File: src/rtl/ecpri_tx_resp_if.sv
// Request, RAM-port and status bundle between the eCPRI RX block, its RAMs and the RMA response builder.
interface ecpri_tx_resp_if #(
  parameter int DATA_WIDTH = 8,
  parameter int ADDR_WIDTH = 16
);
  logic                  send_read_resp;
  logic                  send_write_resp;
  logic [7:0]            resp_payload_len;
  logic [7:0]            rma_id;
  logic [15:0]           element_id;
  logic [15:0]           mem_addr;
  logic [ADDR_WIDTH-1:0] hdr_addr;
  logic                  hdr_oe;
  logic [DATA_WIDTH-1:0] hdr_data;
  logic [ADDR_WIDTH-1:0] pl_addr;
  logic                  pl_oe;
  logic [DATA_WIDTH-1:0] pl_data;
  logic [ADDR_WIDTH-1:0] tx_addr;
  logic [DATA_WIDTH-1:0] tx_data;
  logic                  tx_we;
  logic [15:0]           tx_len;
  logic                  tx_start;
  logic                  busy;
  logic [7:0]            drop_cnt;

  modport master (
    output send_read_resp, send_write_resp, resp_payload_len, rma_id, element_id, mem_addr,
    output hdr_data, pl_data,
    input  hdr_addr, hdr_oe, pl_addr, pl_oe, tx_addr, tx_data, tx_we, tx_len, tx_start, busy,
    input  drop_cnt
  );

  modport slave (
    input  send_read_resp, send_write_resp, resp_payload_len, rma_id, element_id, mem_addr,
    input  hdr_data, pl_data,
    output hdr_addr, hdr_oe, pl_addr, pl_oe, tx_addr, tx_data, tx_we, tx_len, tx_start, busy,
    output drop_cnt
  );
endinterface

File: src/rtl/ecpri_tx_resp.sv
// Builds an eCPRI RMA response frame byte by byte into the TX packet RAM, then pulses tx_start.
//   state     | meaning
//   S_IDLE    | waiting for a read/write response request
//   S_HDR     | bytes 0-13: MAC-swapped header from RX header RAM, then ethertype
//   S_ECPRI   | bytes 14-29: eCPRI common header and RMA response header
//   S_PAYLOAD | read data from payload RAM (read responses with L>0)
//   S_PAD     | zero padding up to MIN_FRAME bytes
//   S_DONE    | pipeline drain, then one-cycle tx_start
module ecpri_tx_resp #(
  parameter int                    DATA_WIDTH = 8,
  parameter int                    ADDR_WIDTH = 16,
  parameter logic [ADDR_WIDTH-1:0] TX_BASE    = '0,
  parameter logic [ADDR_WIDTH-1:0] HDR_BASE   = '0,
  parameter int                    MIN_FRAME  = 60
) (
  input  logic           clk,
  input  logic           reset,
  ecpri_tx_resp_if.slave bus
);
  typedef enum logic [2:0] {S_IDLE, S_HDR, S_ECPRI, S_PAYLOAD, S_PAD, S_DONE} state_t;
  typedef enum logic [1:0] {SRC_CONST, SRC_HDR, SRC_PL} src_t;

  localparam logic [8:0]  LAST_PAD = 9'(MIN_FRAME - 1);
  localparam logic [15:0] MIN_LEN  = 16'(MIN_FRAME);

  state_t                state, state_nxt;
  logic [8:0]            n;
  logic [7:0]            rem, len_q, rma_q, drop_q;
  logic [15:0]           eid_q, addr_q, len_out, psize, frame_len;
  logic                  is_read;
  logic [ADDR_WIDTH-1:0] pl_ptr;
  logic [1:0]            drain;
  logic                  req_any, accept, drop_evt;
  logic [7:0]            ecpri_byte;

  logic                  s0_valid, s0_hdr_oe, s0_pl_oe;
  logic [ADDR_WIDTH-1:0] s0_hdr_addr, s0_pl_addr;
  src_t                  s0_src;
  logic [7:0]            s0_const;

  logic                  s1_valid, hdr_oe_q, pl_oe_q;
  logic [ADDR_WIDTH-1:0] hdr_addr_q, pl_addr_q;
  src_t                  s1_src;
  logic [7:0]            s1_const;
  logic [8:0]            s1_n;

  logic                  tx_we_q;
  logic [ADDR_WIDTH-1:0] tx_addr_q;
  src_t                  s2_src;
  logic [7:0]            s2_const;

  assign req_any   = bus.send_read_resp | bus.send_write_resp;
  assign accept    = (state == S_IDLE) && req_any;
  assign drop_evt  = ((state != S_IDLE) && req_any) ||
                     (accept && bus.send_read_resp && bus.send_write_resp);
  assign psize     = is_read ? 16'd12 + {8'd0, len_q} : 16'd12;
  assign frame_len = 16'd30 + {8'd0, bus.resp_payload_len};

  always_comb begin
    ecpri_byte = 8'h00;
    case (n)
      9'd14:   ecpri_byte = 8'h10;
      9'd15:   ecpri_byte = 8'h04;
      9'd16:   ecpri_byte = psize[15:8];
      9'd17:   ecpri_byte = psize[7:0];
      9'd18:   ecpri_byte = rma_q;
      9'd19:   ecpri_byte = is_read ? 8'h01 : 8'h11;
      9'd20:   ecpri_byte = eid_q[15:8];
      9'd21:   ecpri_byte = eid_q[7:0];
      9'd26:   ecpri_byte = addr_q[15:8];
      9'd27:   ecpri_byte = addr_q[7:0];
      9'd29:   ecpri_byte = len_q;
      default: ecpri_byte = 8'h00;
    endcase
  end

  always_ff @(posedge clk or negedge reset) begin
    if (!reset) state <= S_IDLE;
    else        state <= state_nxt;
  end

  always_comb begin
    state_nxt   = state;
    s0_valid    = 1'b0;
    s0_src      = SRC_CONST;
    s0_const    = 8'h00;
    s0_hdr_oe   = 1'b0;
    s0_hdr_addr = '0;
    s0_pl_oe    = 1'b0;
    s0_pl_addr  = '0;
    case (state)
      S_IDLE: if (req_any) state_nxt = S_HDR;
      S_HDR: begin
        s0_valid = 1'b1;
        if (n < 9'd12) begin
          // destination and source MAC trade places
          s0_hdr_oe   = 1'b1;
          s0_src      = SRC_HDR;
          s0_hdr_addr = HDR_BASE + ADDR_WIDTH'((n < 9'd6) ? n + 9'd6 : n - 9'd6);
        end else begin
          s0_const = (n == 9'd12) ? 8'hAE : 8'hFE;
        end
        if (n == 9'd13) state_nxt = S_ECPRI;
      end
      S_ECPRI: begin
        s0_valid = 1'b1;
        s0_const = ecpri_byte;
        if (n == 9'd29) begin
          if (is_read && (len_q != 8'd0)) state_nxt = S_PAYLOAD;
          else if (30 < MIN_FRAME)        state_nxt = S_PAD;
          else                            state_nxt = S_DONE;
        end
      end
      S_PAYLOAD: begin
        s0_valid   = 1'b1;
        s0_pl_oe   = 1'b1;
        s0_src     = SRC_PL;
        s0_pl_addr = pl_ptr;
        if (rem == 8'd0) state_nxt = (n < LAST_PAD) ? S_PAD : S_DONE;
      end
      S_PAD: begin
        s0_valid = 1'b1;
        if (n >= LAST_PAD) state_nxt = S_DONE;
      end
      S_DONE: if (drain == 2'd0) state_nxt = S_IDLE;
      default: state_nxt = S_IDLE;
    endcase
  end

  always_ff @(posedge clk or negedge reset) begin
    if (!reset) begin
      n       <= '0;
      rem     <= '0;
      len_q   <= '0;
      rma_q   <= '0;
      eid_q   <= '0;
      addr_q  <= '0;
      is_read <= 1'b0;
      pl_ptr  <= '0;
      drain   <= '0;
      len_out <= '0;
      drop_q  <= '0;
    end else begin
      if (accept) begin
        n       <= '0;
        len_q   <= bus.resp_payload_len;
        rma_q   <= bus.rma_id;
        eid_q   <= bus.element_id;
        addr_q  <= bus.mem_addr;
        is_read <= bus.send_read_resp;
        pl_ptr  <= ADDR_WIDTH'(bus.mem_addr);
        len_out <= (bus.send_read_resp && (frame_len > MIN_LEN)) ? frame_len : MIN_LEN;
      end else if (s0_valid) begin
        n <= n + 9'd1;
      end
      // remaining-byte down-counter is preloaded until the payload starts
      if (state == S_PAYLOAD) begin
        rem    <= rem - 8'd1;
        pl_ptr <= pl_ptr + 1'b1;
      end else begin
        rem <= len_q - 8'd1;
      end
      drain <= (state == S_DONE) ? drain - 2'd1 : 2'd2;
      if (drop_evt && (drop_q != 8'hFF)) drop_q <= drop_q + 8'd1;
    end
  end

  always_ff @(posedge clk or negedge reset) begin
    if (!reset) begin
      s1_valid   <= 1'b0;
      hdr_oe_q   <= 1'b0;
      hdr_addr_q <= '0;
      pl_oe_q    <= 1'b0;
      pl_addr_q  <= '0;
      s1_src     <= SRC_CONST;
      s1_const   <= '0;
      s1_n       <= '0;
      tx_we_q    <= 1'b0;
      tx_addr_q  <= '0;
      s2_src     <= SRC_CONST;
      s2_const   <= '0;
    end else begin
      s1_valid   <= s0_valid;
      hdr_oe_q   <= s0_hdr_oe;
      hdr_addr_q <= s0_hdr_addr;
      pl_oe_q    <= s0_pl_oe;
      pl_addr_q  <= s0_pl_addr;
      s1_src     <= s0_src;
      s1_const   <= s0_const;
      s1_n       <= n;
      tx_we_q    <= s1_valid;
      tx_addr_q  <= s1_valid ? TX_BASE + ADDR_WIDTH'(s1_n) : '0;
      s2_src     <= s1_valid ? s1_src : SRC_CONST;
      s2_const   <= s1_valid ? s1_const : 8'h00;
    end
  end

  // RAM read data lands in the same cycle as the matching write
  assign bus.tx_data  = (s2_src == SRC_HDR) ? bus.hdr_data :
                        (s2_src == SRC_PL)  ? bus.pl_data  : s2_const;
  assign bus.tx_we    = tx_we_q;
  assign bus.tx_addr  = tx_addr_q;
  assign bus.hdr_addr = hdr_addr_q;
  assign bus.hdr_oe   = hdr_oe_q;
  assign bus.pl_addr  = pl_addr_q;
  assign bus.pl_oe    = pl_oe_q;
  assign bus.tx_len   = len_out;
  assign bus.tx_start = (state == S_DONE) && (drain == 2'd0);
  assign bus.busy     = (state != S_IDLE);
  assign bus.drop_cnt = drop_q;
endmodule

File: src/flat_wrapper.sv
// flat-port wrapper written by rule: the top's interface ports become plain ports
module ecpri_tx_resp_flat 
#(
  parameter int                    DATA_WIDTH = 8,
  parameter int                    ADDR_WIDTH = 16,
  parameter logic [ADDR_WIDTH-1:0] TX_BASE    = '0,
  parameter logic [ADDR_WIDTH-1:0] HDR_BASE   = '0,
  parameter int                    MIN_FRAME  = 60
)
  (clk, reset, bus_send_read_resp, bus_send_write_resp, bus_resp_payload_len, bus_rma_id, bus_element_id, bus_mem_addr, bus_hdr_data, bus_pl_data, bus_hdr_addr, bus_hdr_oe, bus_pl_addr, bus_pl_oe, bus_tx_addr, bus_tx_data, bus_tx_we, bus_tx_len, bus_tx_start, bus_busy, bus_drop_cnt);
  ecpri_tx_resp_if #(.DATA_WIDTH(DATA_WIDTH), .ADDR_WIDTH(ADDR_WIDTH)) bus_i ();
  input  logic clk;
  input  logic reset;
  input wire logic [$bits(bus_i.send_read_resp)-1:0] bus_send_read_resp;
  input wire logic [$bits(bus_i.send_write_resp)-1:0] bus_send_write_resp;
  input wire logic [$bits(bus_i.resp_payload_len)-1:0] bus_resp_payload_len;
  input wire logic [$bits(bus_i.rma_id)-1:0] bus_rma_id;
  input wire logic [$bits(bus_i.element_id)-1:0] bus_element_id;
  input wire logic [$bits(bus_i.mem_addr)-1:0] bus_mem_addr;
  input wire logic [$bits(bus_i.hdr_data)-1:0] bus_hdr_data;
  input wire logic [$bits(bus_i.pl_data)-1:0] bus_pl_data;
  output wire logic [$bits(bus_i.hdr_addr)-1:0] bus_hdr_addr;
  output wire logic [$bits(bus_i.hdr_oe)-1:0] bus_hdr_oe;
  output wire logic [$bits(bus_i.pl_addr)-1:0] bus_pl_addr;
  output wire logic [$bits(bus_i.pl_oe)-1:0] bus_pl_oe;
  output wire logic [$bits(bus_i.tx_addr)-1:0] bus_tx_addr;
  output wire logic [$bits(bus_i.tx_data)-1:0] bus_tx_data;
  output wire logic [$bits(bus_i.tx_we)-1:0] bus_tx_we;
  output wire logic [$bits(bus_i.tx_len)-1:0] bus_tx_len;
  output wire logic [$bits(bus_i.tx_start)-1:0] bus_tx_start;
  output wire logic [$bits(bus_i.busy)-1:0] bus_busy;
  output wire logic [$bits(bus_i.drop_cnt)-1:0] bus_drop_cnt;
  assign bus_i.send_read_resp = bus_send_read_resp;
  assign bus_i.send_write_resp = bus_send_write_resp;
  assign bus_i.resp_payload_len = bus_resp_payload_len;
  assign bus_i.rma_id = bus_rma_id;
  assign bus_i.element_id = bus_element_id;
  assign bus_i.mem_addr = bus_mem_addr;
  assign bus_i.hdr_data = bus_hdr_data;
  assign bus_i.pl_data = bus_pl_data;
  assign bus_hdr_addr = bus_i.hdr_addr;
  assign bus_hdr_oe = bus_i.hdr_oe;
  assign bus_pl_addr = bus_i.pl_addr;
  assign bus_pl_oe = bus_i.pl_oe;
  assign bus_tx_addr = bus_i.tx_addr;
  assign bus_tx_data = bus_i.tx_data;
  assign bus_tx_we = bus_i.tx_we;
  assign bus_tx_len = bus_i.tx_len;
  assign bus_tx_start = bus_i.tx_start;
  assign bus_busy = bus_i.busy;
  assign bus_drop_cnt = bus_i.drop_cnt;
  ecpri_tx_resp #(.DATA_WIDTH(DATA_WIDTH), .ADDR_WIDTH(ADDR_WIDTH), .TX_BASE(TX_BASE), .HDR_BASE(HDR_BASE), .MIN_FRAME(MIN_FRAME)) u_core (.clk(clk), .reset(reset), .bus(bus_i));
endmodule
File: config.mk
export PLATFORM = sky130hd
export DESIGN_NAME = ecpri_tx_resp_flat
export DESIGN_NICKNAME = d
export VERILOG_FILES = /design/src/rtl/ecpri_tx_resp_if.sv /design/src/rtl/ecpri_tx_resp.sv /design/src/flat_wrapper.sv
export SDC_FILE = /design/constraint.sdc
export NUM_CORES = 1
export LEC_CHECK = 0
export BUFFER_PORTS_ARGS = -buffer_cell sky130_fd_sc_hd__buf_2
export CORE_MARGIN = 2
export CORE_UTILIZATION = 25
export DETAILED_ROUTE_END_ITERATION = 12
export GPL_TIMING_DRIVEN = 0
export PLACE_DENSITY_LB_ADDON = 0.15
export SLEW_MARGIN = 20
export SYNTH_ARGS = -nofsm -noshare
export SYNTH_HDL_FRONTEND = slang
export SYNTH_SLANG_ARGS = --single-unit
export TNS_END_PERCENT = 100
File: constraint.sdc
create_clock -name clk -period 6.1 [get_ports clk]
set_input_delay 1.22 -clock clk [delete_from_list [all_inputs] [get_ports clk]]
set_output_delay 1.22 -clock clk [all_outputs]
set_load 0.01 [all_outputs]
# == After elaboration in Yosys (flattened, before gate mapping) ==
# Cells that the tools add are included.
# word_totals
ff_bits,192
input_bits,68
output_inout_bits,85
# classes
addsub,10
magnitude_cmp,5
eq_ne,27
muxes,37
bitwise_logic,1
n_reduce_logical,18
# op_table
operator,count
$mux W16,8
$pmux W8 S11,1
$eq A9 B5 Y1 const B,9
$mux W8,5
$eq A9 B4 Y1 const B,4
$mux W9,3
$mux W3,7
$pmux W3 S6,1
$add A16 B1 Y16 const B,1
$gt A16 B6 Y1 const B,1
$pmux W8 S2,1
$sub A8 B1 Y8 const B,2
$ne A2 B1 Y1 const B,6
$add A9 B3 Y10 const B,1
$sub A9 B3 Y10 const B,1
$add A4 B8 Y9 const A,1
$add A5 B8 Y9 const A,1
$add A9 B1 Y9 const B,1
$ge A9 B6 Y1 const B,1
$lt A9 B3 Y1 const B,1
$lt A9 B4 Y1 const B,1
$lt A9 B6 Y1 const B,1
$add A8 B1 Y8 const B,1
$logic_and A1 B1 Y1,8
other kinds (22),31

# == Longest topological paths before layout ==
# Gate-level depths: netlist of the first run.
# logic_depth
ltp_word,6
mapped_depth,9

# == Least setup slack after synthesis of the first run ==
# OpenSTA, ideal clock, no wires.
# synth_path
path_type,input -> output
from,in bus_pl_data[0]
to,out bus_tx_data[0]
t_arrival_ns,1.519
t_required_ns,4.880
setup_slack_ns,3.361
cell_stages,2
cell_sequence,a211oi_1 a21oi_1
# synth_between
elab_chain_cells,2
# synth_lines
element,line_no,rtl
from (decl),flat_wrapper.sv:21,input wire logic [$bits(bus_i.pl_data)-1:0] bus_pl_data;
$mux W8,ecpri_tx_resp.sv:200,(s2_src == SRC_PL) ? bus.pl_data : s2_const;
$mux W8,ecpri_tx_resp.sv:199,assign bus.tx_data = (s2_src == SRC_HDR) ? bus.hdr_data :
to (decl),flat_wrapper.sv:27,output wire logic [$bits(bus_i.tx_data)-1:0] bus_tx_data;
# Every way passes these cells.

# == Final worst setup path of the first run ==
# layout_path
from,reg u_core.s2_src[1]
to,out bus_tx_data[6]
# layout_between
elab_chain_cells,3
# layout_lines
element,line_no,rtl
from (decl),ecpri_tx_resp.sv:49,src_t s2_src;
from (signal assigned),ecpri_tx_resp.sv:193,s2_src <= s1_valid ? s1_src : SRC_CONST;
$eq A2 B2 Y1,ecpri_tx_resp.sv:200,
$mux W8,ecpri_tx_resp.sv:200,
$mux W8 (*),ecpri_tx_resp.sv:199,
# Every way passes the cells marked *; elsewhere a longest branch is shown, timed or not.

==> results of run 1 <==
[flip-flops by register name, summed over array words and instances, names as in the netlist, 8 cells and up]
signal	cells
u_core.addr_q	16
u_core.bus.drop_cnt	8
u_core.bus.hdr_addr	11
u_core.bus.pl_addr	16
u_core.bus.tx_addr	9
u_core.bus.tx_len	9
u_core.eid_q	16
u_core.len_q	8
u_core.n	9
u_core.pl_ptr	16
u_core.rem	8
u_core.rma_q	8
u_core.s1_const	8
u_core.s1_n	9
u_core.s2_const	8
[power by group]
group	switching, mW	internal, mW	leakage (nW)	total (mW)
clock network	0.514	0.578	0.270	1.09
registers	0.330	1.54	2.18	1.87
logic	1.17	0.680	2.35	1.85
[synth_stat cells (5+ instances only)]
| cell type | number | share of area |
|---|---|---|
| o31ai_1 | 5 | 0.0046 |
| and2_1 | 34 | 0.026 |
| buf_4 | 19 | 0.017 |
| mux2i_1 | 16 | 0.019 |
| a22oi_1 | 9 | 0.0082 |
| nor2b_1 | 15 | 0.011 |
| ha_1 | 13 | 0.020 |
| nand3_1 | 16 | 0.0097 |
| buf_1 | 6 | 0.0027 |
| or3_1 | 7 | 0.0053 |
| nand2b_1 | 6 | 0.0046 |
| a32oi_1 | 7 | 0.0075 |
| a211oi_1 | 12 | 0.011 |
| dfrtp_1 | 172 | 0.52 |
| xor2_1 | 7 | 0.0075 |
| nor2_1 | 60 | 0.027 |
| a21oi_1 | 38 | 0.023 |
| o22ai_1 | 8 | 0.0061 |
| nor3_1 | 15 | 0.0091 |
| buf_2 | 10 | 0.0061 |
| clkbuf_1 | 27 | 0.012 |
| a31oi_1 | 6 | 0.0046 |
| nand2_1 | 168 | 0.077 |
| nor4_1 | 6 | 0.0046 |
| o21ai_0 | 32 | 0.019 |
| nand4_1 | 11 | 0.0084 |
| and3_1 | 13 | 0.0099 |
| xnor2_1 | 20 | 0.021 |
| inv_1 | 27 | 0.012 |
[cells by family after synthesis]
group	count (synthesis)	share of synthesized area
AOI/OAI and AO/OA	161	0.134
other	1	0.000456
xor gates and xnor gates	27	0.0288
and+or+nand+nor	375	0.219
adders and majority gates	13	0.0198
buffers and inverters	91	0.0527
DFF	172	0.524
muxes	18	0.0222
[stage by stage]
| stage | hold WS [ps] | std cells | total power [mW] |
|---|---|---|---|
| 3_5_place_dp | 374 | 1455 | 3.76 |
| 3_3_place_gp | 361 | 1454 | 3.74 |
| 5_1_grt | 409 | 1487 | 5.20 |
| 4_1_cts | 393 | 1487 | 4.88 |
| 6_report | 387 | 1487 | 4.81 |
| 2_1_floorplan | 349 | 874 | 3.01 |
[per-layer routing]
metal | share of wire | vias up | track usage
li1 | - | 3298 | -
met1 | 0.48 | 3255 | 0.215
met2 | 0.44 | 213 | 0.239
met3 | 0.056 | 39 | 0.0299
met4 | 0.022 | 6 | 0.0467
met5 | 0.0016 | - | 0
[final timing paths]
| path | startpoint | to | slack (ps) | cells after the start |
|---|---|---|---|---|
| min in group asynchronous | reset | u_core.bus.pl_addr[2]$_DFF_PN0_ | 760 | 1 |
| max in group asynchronous | reset | u_core.n[2]$_DFFE_PN0P_ | 4450 | 2 |
| hold / removal | u_core.n[3]$_DFFE_PN0P_ | u_core.s1_n[3]$_DFF_PN0_ | 390 | 0 |
| hold reg to reg | u_core.n[3]$_DFFE_PN0P_ | u_core.s1_n[3]$_DFF_PN0_ | 390 | 0 |
| setup / recovery | u_core.s2_src[1]$_DFF_PN0_ | bus_tx_data[6] | 2550 | 5 |
| setup reg to reg | u_core.state[1]$_DFFE_PN0P_ | u_core.len_q[3]$_DFFE_PN0P_ | 3160 | 7 |
[layout by cell type (no fill, tap or decap), drive strengths merged, types with 9 or more instances in the layout]
| master | instances |
|---|---|
| buf | 175 |
| dfrtp | 172 |
| nand2 | 168 |
| nor2 | 60 |
| clkbuf | 44 |
| a21oi | 38 |
| o21ai | 35 |
| and2 | 34 |
| inv | 34 |
| xnor2 | 20 |
| conb | 17 |
| nor3 | 17 |
| mux2i | 16 |
| nand3 | 16 |
| nor2b | 15 |
| and3 | 13 |
| ha | 13 |
| a211oi | 12 |
| nand4 | 11 |
| a22oi | 9 |
[final cells by class]
| class | instances | area (um2) |
|---|---|---|
| fill | 3442 | 22300 |
| sequential | 172 | 4300 |
| multi-input combinational | 611 | 3540 |
| timing repair buffer | 139 | 728 |
| tap | 442 | 553 |
| clock buffer | 17 | 425 |
| buffer | 63 | 328 |
| clock inverter | 15 | 156 |
| inverter | 28 | 105 |
==> results.toml, run 1 <==
[pwr]
power_density_nw_per_um2 = 475
ir_worst_vdd_mv = 0.168
leakagePower_nw = 4.80

[timing]
hold_violations = 0
period_minus_slack_ps = 3550
clock.fmax_mhz = 282
drv_slew = 0
clock_skew_ps = 11.7
post-route-period-util = 0.581
tightest_slew_ps = 980
slew_headroom = 0.341
worst_slack_ps = 2550
tns_ps = 0
rsz0062_at_grt = "false"
setup_viol = 0

[status]
status = "complete, no violations"

[routing]
wl_per_cell_um = 17.3
wl_mm = 25.7
vias = 6811
drt_pre_antenna_iters = 5
drt_iter0_markers = 426
drc_errors = 0
antenna_left = 0
viasPerCell = 4.58

[global_routing]
grt_max_degree = 92
track_usage = 0.154
grt_overflow = 0
antenna_found_initial = 3
grt_pass1_wl_mm = 40.2
first_global_vias = 6769

[critical_path]
end_kind = "output port"
slowest_delay_ps = 490
cp_max_fo = 10
crit_buf_inv = 3
crit_path_cell_trace = "buf_1 > clkbuf_1 > mux2i_1 > a21oi_1 > buf_2"
crit_slowest_cell = "buf_1"
crit_type = "reg2out"
startpoint_type = "flop"
critPathRequiredTime_ps = 4880
path_delay_family = "buffers and inverters"
worst-endpoint-arrival_ps = 2330

[floorplan]
start_util = 0.253
pin_count = 153
die_h_um = 185
core_um2 = 32500
die_x_um = 185
rows = 66
dieArea_um2 = 34300

[finish]
antenna_cells = 0
utilization = 0.312
layout-drive-gt1-share = 0.208
nNetsFinal = 1113
design_area_um2 = 10100
synthToLayoutAreaGrowth_pct = 23.4

[synth]
synth_ff_type = "dfrtp_1"
synth_cells = 858
avgSynthCellArea_um2 = 9.58
synth_edf_count = 0
synth_cell_type_count = 69
synth_seq_cells = 172
async_reset_ff_frac = 1.00
yosysSeqAreaShare = 0.524
yosys_warnings = 0
synthesis.area_um2 = 8220

[clock_tree]
cts_tree = "yes"
cts-root-buf = "clkbuf_16"
clk_path_buf_depth = 2
cts-resized-gates = 0
hold_buffers = 0
numCtsBuffers = 17
clock-sinks = 172
clk-insertion-delay-late_ps = 430
htree_num_levels = 4
post_cts_buffers = 0
clk_pin_slew_ps = 70

[placed_design]
pre_cts_ws_ps = 2650
hpwl_mm = 19.1
gp_congestion = 0.890
placed_area_um2 = 9560
io_buffer_count = 138

[hold_path]
hold_class = "reg2reg"

[flow_run]
maxCapViolCount = 0
Note: power is estimated with default switching activity, not from simulation.
==> inputs of run 2 (changes only) <==
--- a/config.mk
+++ b/config.mk
@@ -5,6 +5,7 @@
 export SDC_FILE = /design/constraint.sdc
 export NUM_CORES = 1
 export LEC_CHECK = 0
+export ABC_AREA = 1
 export BUFFER_PORTS_ARGS = -buffer_cell sky130_fd_sc_hd__buf_2
 export CORE_MARGIN = 2
 export CORE_UTILIZATION = 25
==> constraint.sdc (replaced) <==
create_clock -name clk -period 3.3 [get_ports clk]
set_input_delay 0.66 -clock clk [delete_from_list [all_inputs] [get_ports clk]]
set_output_delay 0.66 -clock clk [all_outputs]
set_load 0.01 [all_outputs]
==> run 2 against run 1 <==
- clock skew up 0.62 ps
- cell count is 15% higher
- sequential share of layout area decreased by 1.6 points
- synthesized cell count rose by 24%
- via count rose by 5.4%
- critical endpoint is now bus_tx_data[1]
- combinational power up 88%
- critical path type unchanged
- hold slack lost 310 ps
- register-to-register slack lost 2100 ps
- global-route usage is 0.95 points lower
- first-iteration DRC count fell by 23%
- largest power group is now combinational cells
- non-clock buffer count is 13 lower
- power up 85%
==> results.toml, run 2 <==
[clock_tree]
post_cts_buffers = 0
clk_path_buf_depth = 2
clk-insertion-delay-late_ps = 440
clock-sinks = 172
cts-resized-gates = 0
hold_buffers = 0
cts_tree = "yes"
htree_num_levels = 4
numCtsBuffers = 17
cts-root-buf = "clkbuf_16"
clk_pin_slew_ps = 60

[synth]
yosys.area.top_type = "dfrtp_1"
synth_seq_cells = 172
synth_edf_count = 0
synth_ff_type = "dfrtp_1"
avgSynthCellArea_um2 = 8.03
yosysSeqAreaShare = 0.503
synthesis.area_um2 = 8560
synth_top_area_share = 0.503
synth_cell_type_count = 41
yosys_warnings = 0
async_reset_ff_frac = 1.00
synth_area_leaders = "dfrtp_1 50%, nand2_1 15%, inv_1 5.0%"
netlist_top_cells_count = "332 x nand2_1, 172 x dfrtp_1, 115 x inv_1"
synth_most_common_cell = "nand2_1"
synth_cells = 1067

[critical_path]
reg2regPathDepth = 12
crit_type = "reg2out"
end_kind = "output port"
startpoint_type = "flop"
reg2reg_slack_ps = 1100
critPathRequiredTime_ps = 2640
worst-endpoint-arrival_ps = 1860
reg2reg_from = "u_core.n[1]$_DFFE_PN0P_"
cp_max_fo = 9
critical_path.reg2reg.endpoint = "u_core.s1_const[3]$_DFF_PN0_"
cp-startpoint = "u_core.s2_src[0]$_DFF_PN0_"

[routing]
viasPerCell = 4.21
antenna_left = 0
drt_pre_antenna_iters = 6
wl_per_cell_um = 14.6
drc_errors = 0
vias = 7177
wl_mm = 24.9
drt_iter0_markers = 326

[placed_design]
io_buffer_count = 138
pre_cts_ws_ps = 1160
hpwl_mm = 19.1
placed_area_um2 = 9940
gp_congestion = 0.862

[pwr]
sequentialPowerShare = 0.377
p_switching_mw = 3.65
leakagePower_nw = 5.70
power_density_nw_per_um2 = 847
switching_share = 0.409
p_int_mw = 5.28
pwr-share-comb = 0.390
pwr-share-clk = 0.233
p_total_mw = 8.93
ir_worst_vdd_mv = 0.366

[finish]
layout-drive-gt1-share = 0.206
multiInputGateArea_um2 = 3500
mostFrequentLayoutCells = "332 x nand2_1, 172 x dfrtp_1, 144 x buf_2"
fillers = 3617
design_area_um2 = 10500
utilization = 0.313
synthToLayoutAreaGrowth_pct = 23.0
nNetsFinal = 1323
regArea_um2 = 4300
final_common_cell = "nand2_1"

[timing]
drv_slew = 0
whs_ps = 76.1
setup_viol = 0
post-route-period-util = 0.764
slew_headroom = 0.605
tightest_slew_ps = 592
period_minus_slack_ps = 2520
clock_skew_ps = 12.3
rsz0062_at_grt = "false"
hold_violations = 0
clock.fmax_mhz = 397
worst_slack_ps = 780

[global_routing]
grt_max_degree = 82
grt_overflow = 0
first_global_vias = 7290
antenna_found_initial = 3
grt_pass1_wl_mm = 39.8
track_usage = 0.144

[floorplan]
pin_count = 153
rows = 67
core_um2 = 33600
die_x_um = 189
die_h_um = 189
dieArea_um2 = 35700
start_util = 0.255

[flow_run]
maxCapViolCount = 0

[hold_path]
hold_class = "in2async"

[status]
status = "complete, no violations"
## run 2: changes by cell type in the layout (fill, tap and decap cells not counted), moves of 13 or more
cell,previous run,this run
and2_1,34,0
nand3_1,16,55
clkbuf_1,27,10
mux2i_1,16,0
xnor2_1,20,4
inv_1,27,115
o21ai_1,3,16
a21oi_1,38,16
nor2b_1,15,0
nand4_1,11,31
nand2_1,168,332
nor2_1,60,111
## run 2: per-layer routing
metal / global-route usage / wire [um] / vias up
met2: 0.235 / 11600 / 144
met4: 0.0556 / 571 / 2
li1: - / - / 3704
met5: 0 / 11 / -
met3: 0.0321 / 1190 / 30
met1: 0.186 / 11500 / 3297
## run 2: how the worst max path moves through the flow
stage | slack [ps] | to | depth (start not counted)
global route | 610 | bus_tx_data[2] | 5
floorplan | 1540 | u_core.bus.tx_len[2]$_DFFE_PN0P_ | 12
CTS | 710 | bus_tx_data[1] | 5
finish | 780 | bus_tx_data[1] | 5
detailed placement | 1160 | u_core.s1_const[3]$_DFF_PN0_ | 12
global placement | -1470 | u_core.bus.hdr_addr[9]$_DFF_PN0_ | 1
## run 2: logic make-up (layout without fill, tap and decap cells)
family / count (synthesis) / count (layout) / share of synthesized area
simple gates: 592 / 592 / 0.299
buf+inv: 173 / 344 / 0.0961
flops: 172 / 172 / 0.503
compound gates: 98 / 98 / 0.0641
xor+xnor: 18 / 18 / 0.0184
fa+ha+maj: 13 / 13 / 0.0190
other cells: 1 / 19 / 0.000438
## run 2: power by group through the flow
stage | combinational [mW] | clock (mW) | sequential [mW]
6_report | 3.48 | 2.08 | 3.37
5_1_grt | 3.97 | 2.22 | 3.47
4_1_cts | 3.55 | 2.15 | 3.38
3_5_place_dp | 3.54 | 0 | 3.41
3_3_place_gp | 3.51 | 0 | 3.41
2_1_floorplan | 2.32 | 0 | 3.35
## run 2: through the flow
| stage | TNS [ps] | cells |
|---|---|---|
| final | 0 | 1704 |
| after global routing | 0 | 1702 |
| after CTS | 0 | 1702 |
| after detailed placement | 0 | 1671 |
| after global placement | -248690 | 1669 |
| after floorplan | 0 | 1083 |
## run 2: final cells by class
| cell class | count | area share |
|---|---|---|
| sequential | 172 | 0.409 |
| multi-input combinational | 738 | 0.332 |
| timing repair buffer | 140 | 0.0717 |
| tap | 448 | 0.0532 |
| inverter | 124 | 0.0442 |
| clock buffer | 21 | 0.0428 |
| buffer | 49 | 0.0340 |
| clock inverter | 10 | 0.0134 |
| antenna | 2 | 0.000475 |
## run 2: worst max-delay path: stages (launching register included)
cell and delay [ps]:
dfrtp_1 370, nor2_1 440, inv_1 260, nand2_1 120, a31oi_1 80, buf_2 150
